$ cat src/rtl/round_ctrl_if.sv
// rtl/round_ctrl_if.sv - round sequencer control/status bundle
interface round_ctrl_if;
  logic       frame_tick;
  logic       start;
  logic       hit_req_cat;
  logic       hit_req_dog;
  logic [9:0] hp_cat;
  logic [9:0] hp_dog;
  logic       hit_cat;
  logic       hit_dog;
  logic       reset_hp;
  logic [1:0] state;
  logic [1:0] winner;
  logic       immune_cat;
  logic       immune_dog;

  modport master (
    output frame_tick, start, hit_req_cat, hit_req_dog, hp_cat, hp_dog,
    input  hit_cat, hit_dog, reset_hp, state, winner, immune_cat, immune_dog
  );

  modport slave (
    input  frame_tick, start, hit_req_cat, hit_req_dog, hp_cat, hp_dog,
    output hit_cat, hit_dog, reset_hp, state, winner, immune_cat, immune_dog
  );
endinterface

$ cat src/rtl/round_ctrl.sv
// rtl/round_ctrl.sv - round FSM, hit pulse scheduler with per-player cooldown, KO detect
module round_ctrl #(
  parameter int COOLDOWN_FRAMES = 30,
  parameter int KO_FRAMES       = 180,
  parameter int SETTLE_CYCLES   = 2
) (
  input logic        clk,
  input logic        rst,
  round_ctrl_if.slave bus
);
  localparam int SW = (SETTLE_CYCLES < 1) ? 1 : $clog2(SETTLE_CYCLES + 1);

  typedef enum logic [1:0] {
    IDLE  = 2'd0,
    FIGHT = 2'd1,
    KO    = 2'd2
  } state_t;

  state_t      state_q, state_n;
  logic [1:0]  winner_q, winner_n;
  logic        hit_cat_q, hit_cat_n;
  logic        hit_dog_q, hit_dog_n;
  logic        reset_hp_q, reset_hp_n;
  logic [7:0]  cd_cat_q, cd_cat_n;
  logic [7:0]  cd_dog_q, cd_dog_n;
  logic        immune_cat_q, immune_dog_q;
  logic [SW-1:0] settle_q, settle_n;
  logic [9:0]  ko_cnt_q, ko_cnt_n;
  logic [9:0]  ko_inc;
  logic        start_prev, cat_prev, dog_prev;
  logic        start_rise, cat_rise, dog_rise;
  logic        ko_armed;
  logic        hp_cat_zero, hp_dog_zero;

  assign start_rise  = bus.start & ~start_prev;
  assign cat_rise    = bus.hit_req_cat & ~cat_prev;
  assign dog_rise    = bus.hit_req_dog & ~dog_prev;
  assign hp_cat_zero = (bus.hp_cat == 10'd0);
  assign hp_dog_zero = (bus.hp_dog == 10'd0);
  assign ko_inc      = ko_cnt_q + 10'd1;

  // hp is stale right after restore and during the cycle a hit is being applied
  assign ko_armed = (settle_q == SW'(SETTLE_CYCLES)) && !hit_cat_q && !hit_dog_q;

  always_comb begin
    state_n    = state_q;
    winner_n   = winner_q;
    hit_cat_n  = 1'b0;
    hit_dog_n  = 1'b0;
    reset_hp_n = 1'b0;
    settle_n   = settle_q;
    ko_cnt_n   = ko_cnt_q;
    cd_cat_n   = (bus.frame_tick && cd_cat_q != 8'd0) ? cd_cat_q - 8'd1 : cd_cat_q;
    cd_dog_n   = (bus.frame_tick && cd_dog_q != 8'd0) ? cd_dog_q - 8'd1 : cd_dog_q;

    case (state_q)
      IDLE: begin
        if (start_rise) begin
          state_n    = FIGHT;
          reset_hp_n = 1'b1;
          winner_n   = 2'd0;
          cd_cat_n   = 8'd0;
          cd_dog_n   = 8'd0;
          settle_n   = '0;
        end
      end
      FIGHT: begin
        if (settle_q != SW'(SETTLE_CYCLES))
          settle_n = settle_q + SW'(1);
        if (ko_armed && (hp_cat_zero || hp_dog_zero)) begin
          state_n  = KO;
          ko_cnt_n = 10'd0;
          if (hp_cat_zero && hp_dog_zero) winner_n = 2'd3;
          else if (hp_dog_zero)           winner_n = 2'd1;
          else                            winner_n = 2'd2;
        end else begin
          if (cat_rise && cd_cat_q == 8'd0) begin
            hit_cat_n = 1'b1;
            cd_cat_n  = 8'(COOLDOWN_FRAMES);
          end
          if (dog_rise && cd_dog_q == 8'd0) begin
            hit_dog_n = 1'b1;
            cd_dog_n  = 8'(COOLDOWN_FRAMES);
          end
        end
      end
      KO: begin
        if (bus.frame_tick) begin
          ko_cnt_n = ko_inc;
          if (ko_inc == 10'(KO_FRAMES))
            state_n = IDLE;
        end
      end
      default: state_n = IDLE;
    endcase
  end

  always_ff @(posedge clk) begin
    if (rst) begin
      state_q      <= IDLE;
      winner_q     <= 2'd0;
      hit_cat_q    <= 1'b0;
      hit_dog_q    <= 1'b0;
      reset_hp_q   <= 1'b0;
      cd_cat_q     <= 8'd0;
      cd_dog_q     <= 8'd0;
      immune_cat_q <= 1'b0;
      immune_dog_q <= 1'b0;
      settle_q     <= '0;
      ko_cnt_q     <= 10'd0;
      start_prev   <= 1'b0;
      cat_prev     <= 1'b0;
      dog_prev     <= 1'b0;
    end else begin
      state_q      <= state_n;
      winner_q     <= winner_n;
      hit_cat_q    <= hit_cat_n;
      hit_dog_q    <= hit_dog_n;
      reset_hp_q   <= reset_hp_n;
      cd_cat_q     <= cd_cat_n;
      cd_dog_q     <= cd_dog_n;
      immune_cat_q <= (cd_cat_n != 8'd0);
      immune_dog_q <= (cd_dog_n != 8'd0);
      settle_q     <= settle_n;
      ko_cnt_q     <= ko_cnt_n;
      start_prev   <= bus.start;
      cat_prev     <= bus.hit_req_cat;
      dog_prev     <= bus.hit_req_dog;
    end
  end

  assign bus.state      = state_q;
  assign bus.winner     = winner_q;
  assign bus.hit_cat    = hit_cat_q;
  assign bus.hit_dog    = hit_dog_q;
  assign bus.reset_hp   = reset_hp_q;
  assign bus.immune_cat = immune_cat_q;
  assign bus.immune_dog = immune_dog_q;
endmodule

$ cat src/flat_wrapper.sv
// flat-port wrapper written by rule: the top's interface ports become plain ports
module round_ctrl_flat 
#(
  parameter int COOLDOWN_FRAMES = 30,
  parameter int KO_FRAMES       = 180,
  parameter int SETTLE_CYCLES   = 2
)
  (clk, rst, bus_frame_tick, bus_start, bus_hit_req_cat, bus_hit_req_dog, bus_hp_cat, bus_hp_dog, bus_hit_cat, bus_hit_dog, bus_reset_hp, bus_state, bus_winner, bus_immune_cat, bus_immune_dog);
  round_ctrl_if bus_i ();
  input logic clk;
  input logic rst;
  input wire logic [$bits(bus_i.frame_tick)-1:0] bus_frame_tick;
  input wire logic [$bits(bus_i.start)-1:0] bus_start;
  input wire logic [$bits(bus_i.hit_req_cat)-1:0] bus_hit_req_cat;
  input wire logic [$bits(bus_i.hit_req_dog)-1:0] bus_hit_req_dog;
  input wire logic [$bits(bus_i.hp_cat)-1:0] bus_hp_cat;
  input wire logic [$bits(bus_i.hp_dog)-1:0] bus_hp_dog;
  output wire logic [$bits(bus_i.hit_cat)-1:0] bus_hit_cat;
  output wire logic [$bits(bus_i.hit_dog)-1:0] bus_hit_dog;
  output wire logic [$bits(bus_i.reset_hp)-1:0] bus_reset_hp;
  output wire logic [$bits(bus_i.state)-1:0] bus_state;
  output wire logic [$bits(bus_i.winner)-1:0] bus_winner;
  output wire logic [$bits(bus_i.immune_cat)-1:0] bus_immune_cat;
  output wire logic [$bits(bus_i.immune_dog)-1:0] bus_immune_dog;
  assign bus_i.frame_tick = bus_frame_tick;
  assign bus_i.start = bus_start;
  assign bus_i.hit_req_cat = bus_hit_req_cat;
  assign bus_i.hit_req_dog = bus_hit_req_dog;
  assign bus_i.hp_cat = bus_hp_cat;
  assign bus_i.hp_dog = bus_hp_dog;
  assign bus_hit_cat = bus_i.hit_cat;
  assign bus_hit_dog = bus_i.hit_dog;
  assign bus_reset_hp = bus_i.reset_hp;
  assign bus_state = bus_i.state;
  assign bus_winner = bus_i.winner;
  assign bus_immune_cat = bus_i.immune_cat;
  assign bus_immune_dog = bus_i.immune_dog;
  round_ctrl #(.COOLDOWN_FRAMES(COOLDOWN_FRAMES), .KO_FRAMES(KO_FRAMES), .SETTLE_CYCLES(SETTLE_CYCLES)) u_core (.clk(clk), .rst(rst), .bus(bus_i));
endmodule
$ cat config.mk
export PLATFORM = sky130hd
export DESIGN_NAME = round_ctrl_flat
export DESIGN_NICKNAME = d
export VERILOG_FILES = /design/src/rtl/round_ctrl_if.sv /design/src/rtl/round_ctrl.sv /design/src/flat_wrapper.sv
export SDC_FILE = /design/constraint.sdc
export NUM_CORES = 1
export LEC_CHECK = 0
export BUFFER_PORTS_ARGS = -buffer_cell sky130_fd_sc_hd__buf_2
export CAP_MARGIN = 20
export CORE_MARGIN = 8
export CORE_UTILIZATION = 50
export CTS_BUF_LIST = sky130_fd_sc_hd__clkbuf_16
export CTS_CLUSTER_SIZE = 40
export DETAILED_ROUTE_END_ITERATION = 7
export PLACE_DENSITY = 0.81
export SLEW_MARGIN = 40
export SYNTH_ARGS = -nofsm -noshare
export SYNTH_HDL_FRONTEND = slang
export SYNTH_SLANG_ARGS = --single-unit
$ cat constraint.sdc
create_clock -name clk -period 2 [get_ports clk]
set_input_delay 0.2 -clock clk [delete_from_list [all_inputs] [get_ports clk]]
set_output_delay 0.2 -clock clk [all_outputs]
set_load 0.05 [all_outputs]
==> metrics.md, run 1 <==
| Metric | Value |
|---|---|
| Sink Count | 40 |
| Slowest stage delay, CP | about 0.48 ns |
| Critical Path Fanout Max | 2 |
| Initial drt markers | about 130 |
| R2r setup slk | -0.09 ns |
| Max cap viols | 0 |
| Inserted Diodes | 0 |
| LEAKAGE | ~0.0012 uW |
| Fmax | 477 MHz |
| WS Path Type | flip-flop to flip-flop |
| Root Buffer | clkbuf_16 |
| I/O pins | 35 |
| Gr usage total | roughly 18% |
| Met1 wire length | about 2500 um |
| # rows | 24 |
| Post-Place Cells | 370 |
| Unrepaired setup endpoints after global routing | yes |
| Initial Util | just over 50% |
| # nets final | 361 |
| Port bufs | 34 |
| Post-synth cell types | 58 |
| EDFF count, synth | 0 |
| Post-Syn Instances | about 260 |
| Req. time, crit path | 2.22 ns |
| Die height | around 82 um |
| CTS HTree Levels | 2 |
| Final Hold Vio Count | 0 |
| Final Critical Period | between 2 and 2.5 ns |
| Core area | approximately 0.0043 mm^2 |
| Top layer in use | met4 |
| Largest net degree at the start of global routing | 34 |
| Critical path launch point type | flip-flop |
| Antenna violations before repair | 0 |
| Syn Area/Cell | between 8 and 9 um^2 |
| Synth Warn # | 0 |
| Share of layout cells above drive strength 1 | ~32% |
| Grt total ovfl | 0 |
| CTS tree | done |
| Met3 WL | approximately 210 um |
| CTS clk-pin slew, worst paths | around 0.060 ns |
| Routability Congestion | about 0.87 |
| RR Endpoint | u_core.bus.immune_cat |
| Worst Path Arrival | approximately 2.3 ns |
| Synth Flop Type | dfxtp_1 |
| Clock tree buffer depth | 2 |
| CP cell instances | inv_2 -> ha_4 -> or4b_4 -> nor4_4 -> nand2b_4 -> mux2_4 -> a41o_1 -> a21oi_2 |
| Skew-Pair Late Insertion Delay | roughly 0.28 ns |
| Commonest non-fill, non-tap cells in the layout | nor2_1 (40), dfxtp_1 (38), buf_2 (34) |
| WL final | about 5900 um |
| Syn Nets | 296 |
| Final setup viols | 10 |
| Type of the worst min-delay path | input pin to flip-flop |
| Seq cells post-synth | 40 |
| Asr flop ratio synth | 0% |
| Final max-slew violation count | 0 |
| Actual slew at the worst max-slew pin | about 0.60 ns |
| CP max-delay cell | or4b_4 |
| Commonest non-fill, non-tap cell in the layout | nor2_1 |
| Hold path start | bus_hit_req_dog |
| Total CTS buffers | 5 |
| Post-route cell area | slightly below 0.003 mm^2 |
| Crit Reg-Reg Startpoint | u_core.cd_cat_q[1] |
| First-pass GRT wire length | between 9000 and 10,000 um |
| Final Power | between 4000 and 5000 uW |
| Die area | 0.00672 mm^2 |
| Area grow syn2layout | 32.9% |
| Vias | 2,149 |
| Rel. slew slack | around three fifths |
| Worst vdd ir | 0.000600 V |
| Failing checks | negative setup slack |
| Vias in the first global route | 2,093 |
| DR pass1 iterations | 5 |
| Hold slack | around 0.18 ns |
| Post-DP Area | roughly 0.0026 mm^2 |
| Pwr dens | 1540 mW/mm^2 |
| Final WS setup | -0.0945 ns |
| Hold path endpoint | u_core.dog_prev |
| Vias per inst | 5.63 |
| Worst setup EP type | flip-flop |
| Post-CTS Hold Fix Bufs | 0 |
| DR DRC count | 0 |
| Final Cycle Share | 105% |
| Sequential element share of the synthesized area | between 30% and 40% |
| Status | finished with violations |
| Die W | 82.0 um |
| R2R depth | 8 |
| Fin cells | approximately 380 |
| WL/cell | about 15 um |
| Met2 WL post-DR | 3070 um |
| Antenna Violating Nets Remaining | 0 |
| HPWL after DPL | approximately 4200 um |
| Worst hold path cell count | 3 |
| Worst Skew | 0.00642 ns |
| Mapped Area | approximately 0.0022 mm^2 |
## worst max-delay path, delay by kind of cell (launching register included)
| family | cells | cell delay, ns |
|---|---|---|
| buf+inv | 1 | 0.07 |
| fa+ha+maj | 1 | 0.13 |
| compound gates | 2 | 0.33 |
| simple gates | 3 | 0.88 |
| mux | 1 | 0.30 |
| flops | 1 | 0.32 |
## stage by stage
step | worst slack, ns | utilization (%) | TNS (ns)
detailed placement | -0.163 | 61.4 | -1.23
global route | -0.186 | 67.8 | -1.42
floorplan | -0.0936 | - | -0.108
finish | -0.0945 | 67.8 | -0.552
global placement | -0.0674 | 61.4 | -0.260
CTS | -0.102 | 66.5 | -0.561
## kinds of logic after synthesis
logic type	share of synthesized area, %
compound gates	18.7
fa+ha+maj	3.45
mux	3.28
flops	36.8
xor+xnor	2.82
simple gates	31.3
buf+inv	3.63
## sequential cells by signal, indices dropped and copies added (netlist names), 2 cells and up
signal	flops
u_core.ko_cnt_q	10
u_core.cd_cat_q	8
u_core.bus.winner	2
u_core.settle_q	2
u_core.bus.state	2
u_core.cd_dog_q	8
## power breakdown
group          total, uW  leakage (uW)  internal [uW]  switching [uW]
clock                909     0.0000814            586             323
combinational       2440      0.000753           1280            1160
sequential          1100      0.000327            942             159
## layer usage
metal / up-vias / GRT usage [%]
met4: 0 / 8.07
met2: 38 / 31.3
met1: 1007 / 20.2
met3: 10 / 3.83
li1: 1094 / -
met5: - / 0
## synthesized netlist by cell type, drive strengths merged (2+ instances only)
master | n | area (um^2)
dfxtp | 40 | 801
o211ai | 2 | 15.0
nand2b | 5 | 31.3
mux2i | 6 | 60.1
nor3 | 13 | 70.1
nand3b | 2 | 15.0
nor4 | 12 | 87.6
nand2 | 16 | 60.1
and2 | 3 | 18.8
a21boi | 3 | 26.3
o21ai | 9 | 45.0
nor3b | 2 | 15.0
a211oi | 3 | 27.5
a311oi | 5 | 43.8
or4b | 2 | 27.5
or3 | 5 | 41.3
ha | 6 | 75.1
or4 | 2 | 15.0
a31oi | 5 | 31.3
nor2b | 5 | 31.3
inv | 9 | 33.8
or2 | 3 | 18.8
a21oi | 20 | 100
clkbuf | 7 | 26.3
nor2 | 40 | 150
buf | 2 | 18.8
xnor2 | 6 | 52.6
nand3 | 9 | 45.0
a22oi | 2 | 15.0
or3b | 2 | 17.5
## cell type report
cell class	instances	area [um^2]
fill	347	1370
sequential	40	803
multi-input combinational	206	1400
tap	52	65.1
clock inverter	3	42.5
timing repair buffer	67	422
inverter	9	33.8
clock buffer	5	125
## what timing repair did
action,4_1_cts,5_1_grt
buffers inserted,2,2
resized for setup,8,8
pin swaps,3,1
cloned,0,0
endpoints found under the setup margin,19,21
endpoints found under the hold margin,0,0
## worst max-delay path by stage
stage / startpoint / to / slack [ns]
after global placement: u_core.cd_cat_q[1] / u_core.bus.immune_cat / -0.07
after global routing: u_core.cd_cat_q[1] / u_core.cd_cat_q[1] / -0.19
after floorplan: u_core.cd_cat_q[0] / u_core.bus.immune_cat / -0.09
after detailed placement: u_core.cd_cat_q[1] / u_core.bus.immune_cat / -0.16
after CTS: u_core.cd_cat_q[1] / u_core.bus.immune_cat / -0.10
final: u_core.cd_cat_q[1] / u_core.bus.immune_cat / -0.09
No activity file was read; power rests on OpenSTA's default activity.
==> run 2: changes to the inputs <==
--- a/config.mk
+++ b/config.mk
@@ -8,11 +8,11 @@
 export BUFFER_PORTS_ARGS = -buffer_cell sky130_fd_sc_hd__buf_2
 export CAP_MARGIN = 20
 export CORE_MARGIN = 8
-export CORE_UTILIZATION = 50
-export CTS_BUF_LIST = sky130_fd_sc_hd__clkbuf_16
+export CORE_UTILIZATION = 53
+export CTS_BUF_LIST = sky130_fd_sc_hd__clkbuf_2
 export CTS_CLUSTER_SIZE = 40
 export DETAILED_ROUTE_END_ITERATION = 7
-export PLACE_DENSITY = 0.81
+export PLACE_DENSITY = 0.85
 export SLEW_MARGIN = 40
 export SYNTH_ARGS = -nofsm -noshare
 export SYNTH_HDL_FRONTEND = slang
==> metrics.md, run 2 (synthesis results as in run 1) <==
| Metric | Value |
|---|---|
| WL/cell | 15.1 um (-1.6%) |
| Root Buffer | clkbuf_2 |
| Vias in the first global route | 2,114 (+1.0%) |
| CP max-delay cell | or4b_4 |
| CTS tree | done |
| Final WS setup | -0.167 ns (-0.0723 ns) |
| Worst Path Arrival | 2.53 ns (+0.22 ns) |
| Largest regs | u_core.ko_cnt_q: 10 flops, u_core.cd_cat_q: 8 flops, u_core.cd_dog_q: 8 flops |
| Largest Register | u_core.ko_cnt_q |
| Gr usage total | 17.9% (+0.023 points) |
| Die height | 80.1 um (-2.3%) |
| Rel. slew slack | 74.5% (+15 points) |
| Fmax | 462 MHz (-3.3%) |
| Unrepaired setup endpoints after global routing | yes |
| # rows | 23 (-4.2%) |
| Antenna Violating Nets Remaining | 0 (unchanged) |
| Critical Path Fanout Max | 2 (unchanged) |
| Actual slew at the worst max-slew pin | 0.379 ns (-0.223 ns) |
| Type of the worst min-delay path | input pin to flip-flop |
| Worst slack at placement | -0.122 ns (+0.0409 ns) |
| WP buf/inv | 1 (unchanged) |
| Slowest stage delay, CP | 0.48 ns (about the same) |
| Failing checks | negative setup slack |
| Max cap viols | 0 (unchanged) |
| Final max-slew violation count | 0 (unchanged) |
| CP cell instances | inv_2 -> ha_4 -> or4b_4 -> nor4_4 -> nand2b_4 -> mux2_4 -> a41o_1 -> a21oi_2 |
| Pwr dens | 1380 mW/mm^2 (-11%) |
| Vias per inst | 5.73 (+1.8%) |
| Largest net degree at the start of global routing | 33 (-2.9%) |
| Skew-Pair Late Insertion Delay | 0.41 ns (+0.13 ns) |
| Initial Util | 54.8% (+3.8 points) |
| Worst Skew | 0.0343 ns (+0.0278 ns) |
| First-pass GRT wire length | 9360 um (-1.0%) |
| Post-Place Cells | 369 (-0.27%) |
| DR DRC count | 0 (unchanged) |
| I/O pins | 35 (unchanged) |
| Area grow syn2layout | 25.3% |
| Routability Congestion | 0.848 (-2.2%) |
| Final Cycle Share | 108% (+3.6 points) |
| Fin cells | 380 (-0.52%) |
| Req. time, crit path | 2.37 ns (+0.15 ns) |
| Final core occ | 68.6% (+0.81 points) |
| Grt total ovfl | 0 (unchanged) |
| LEAKAGE | 0.00111 uW (-4.8%) |
| Port bufs | 34 (unchanged) |
| Final setup viols | 10 (unchanged) |
| Worst setup EP type | flip-flop |
| WS Path Type | flip-flop to flip-flop |
| Commonest non-fill, non-tap cells in the layout | nor2_1 (40), dfxtp_1 (38), buf_2 (34) |
| WL final | 5730 um (-2.1%) |
| HPWL after DPL | 4330 um (+3.7%) |
| Crit-path leading delay family | simple AND/OR/NAND/NOR gates |
| Clock tree buffer depth | 2 (unchanged) |
| Worst vdd ir | 0.000503 V (-16%) |
| Status | finished with violations |
| Largest register FFs | 10 (unchanged) |
| Vias | 2,176 (+1.3%) |
| DR pass1 iterations | 4 (-1) |
| # nets final | 362 (+0.28%) |
| Critical path launch point type | flip-flop |
| Inserted Diodes | 0 (unchanged) |
| Core area | 0.00397 mm^2 (-6.9%) |
| Share of layout cells above drive strength 1 | 30.3% (-1.8 points) |
| Sink Count | 40 (unchanged) |
| CTS HTree Levels | 2 (unchanged) |
| Multi-input logic area | 0.00136 mm^2 (-2.9%) |
| Final Critical Period | 2.17 ns (+0.0723 ns) |
| FF/Latch Area | 803 um^2 (unchanged) |
| Die area | 0.00641 mm^2 (-4.6%) |
| Final Hold Vio Count | 0 (unchanged) |
| CTS clk-pin slew, worst paths | 0.23 ns (+0.17 ns) |
| Commonest non-fill, non-tap cell in the layout | nor2_1 |
| Initial drt markers | 166 (+33%) |
| Die W | 80.1 um (-2.3%) |
| Total CTS buffers | 5 (unchanged) |
| Fillers | 307 (-12%) |
| Antenna violations before repair | 0 (unchanged) |
run 2: changes by cell type in the layout (fill, tap and decap cells not counted), moves of 2 or more:
cell / previous run / this run
clkbuf_16: 5 / 0
clkbuf_2: 0 / 5
nor3_1: 9 / 12
nor3_2: 2 / 0
run 2: timing repair:
action                                  in CTS  in global routing
endpoints found under the hold margin        0                  1
pin swaps                                    1                  2
hold buffers                                 0                  1
resized for setup                            3                  4
setup buffers                                1                  2
endpoints found under the setup margin      10                 22
run 2: layer usage:
metal  GRT usage, %  routed length [um]  vias up
met5              0                   0        -
met3           4.13                 175        7
met2           33.1                3120       37
met4           4.73                  65        0
met1           19.8                2370     1038
li1               -                   -     1094
run 2: final timing paths:
path | start | endpoint | slack, ns | depth (start not counted)
worst max-delay path | u_core.cd_cat_q[1] | u_core.bus.immune_cat | -0.17 | 8
worst min-delay path | bus_start | u_core.start_prev | 0.05 | 2
worst max register to register | u_core.cd_cat_q[1] | u_core.bus.immune_cat | -0.17 | 8
worst min register to register | u_core.bus.winner[0] | u_core.bus.winner[0] | 0.52 | 2
run 2: layout make-up:
type	count	share of cell area (%)
clock buffers	5	0.919
flip-flops and latches	40	29.5
inverters	9	1.24
well taps	50	2.30
clock inverters	2	0.459
multi-input cells	206	49.9
repair buffers	68	15.7
run 2: power breakdown:
group / internal, uW / switching [uW] / total (uW)
Combinational: 1200 / 1140 / 2340
Clock: 77.1 / 260 / 338
Sequential: 941 / 134 / 1080
Total: 2220 / 1530 / 3750
run 2: worst register-to-register path: stages (launching register included):
cell	delay (ns)
dfxtp_2	0.38
inv_2	0.07
ha_4	0.13
or4b_4	0.48
nor4_4	0.19
nand2b_4	0.19
mux2_4	0.30
a41o_1	0.27
a21oi_2	0.12
run 2: stage by stage:
step                total power, uW  instance area (um^2)  hold slack (ns)  setup TNS (ns)
floorplan                      2510                  2210            0.272          -0.108
global placement               3200                  2620            0.434          -0.323
detailed placement             3280                  2620            0.466          -0.692
CTS                            3650                  2680           0.0142          -0.242
global route                   4040                  2720           0.0155           -1.58
finish                         3750                  2720           0.0481          -0.579
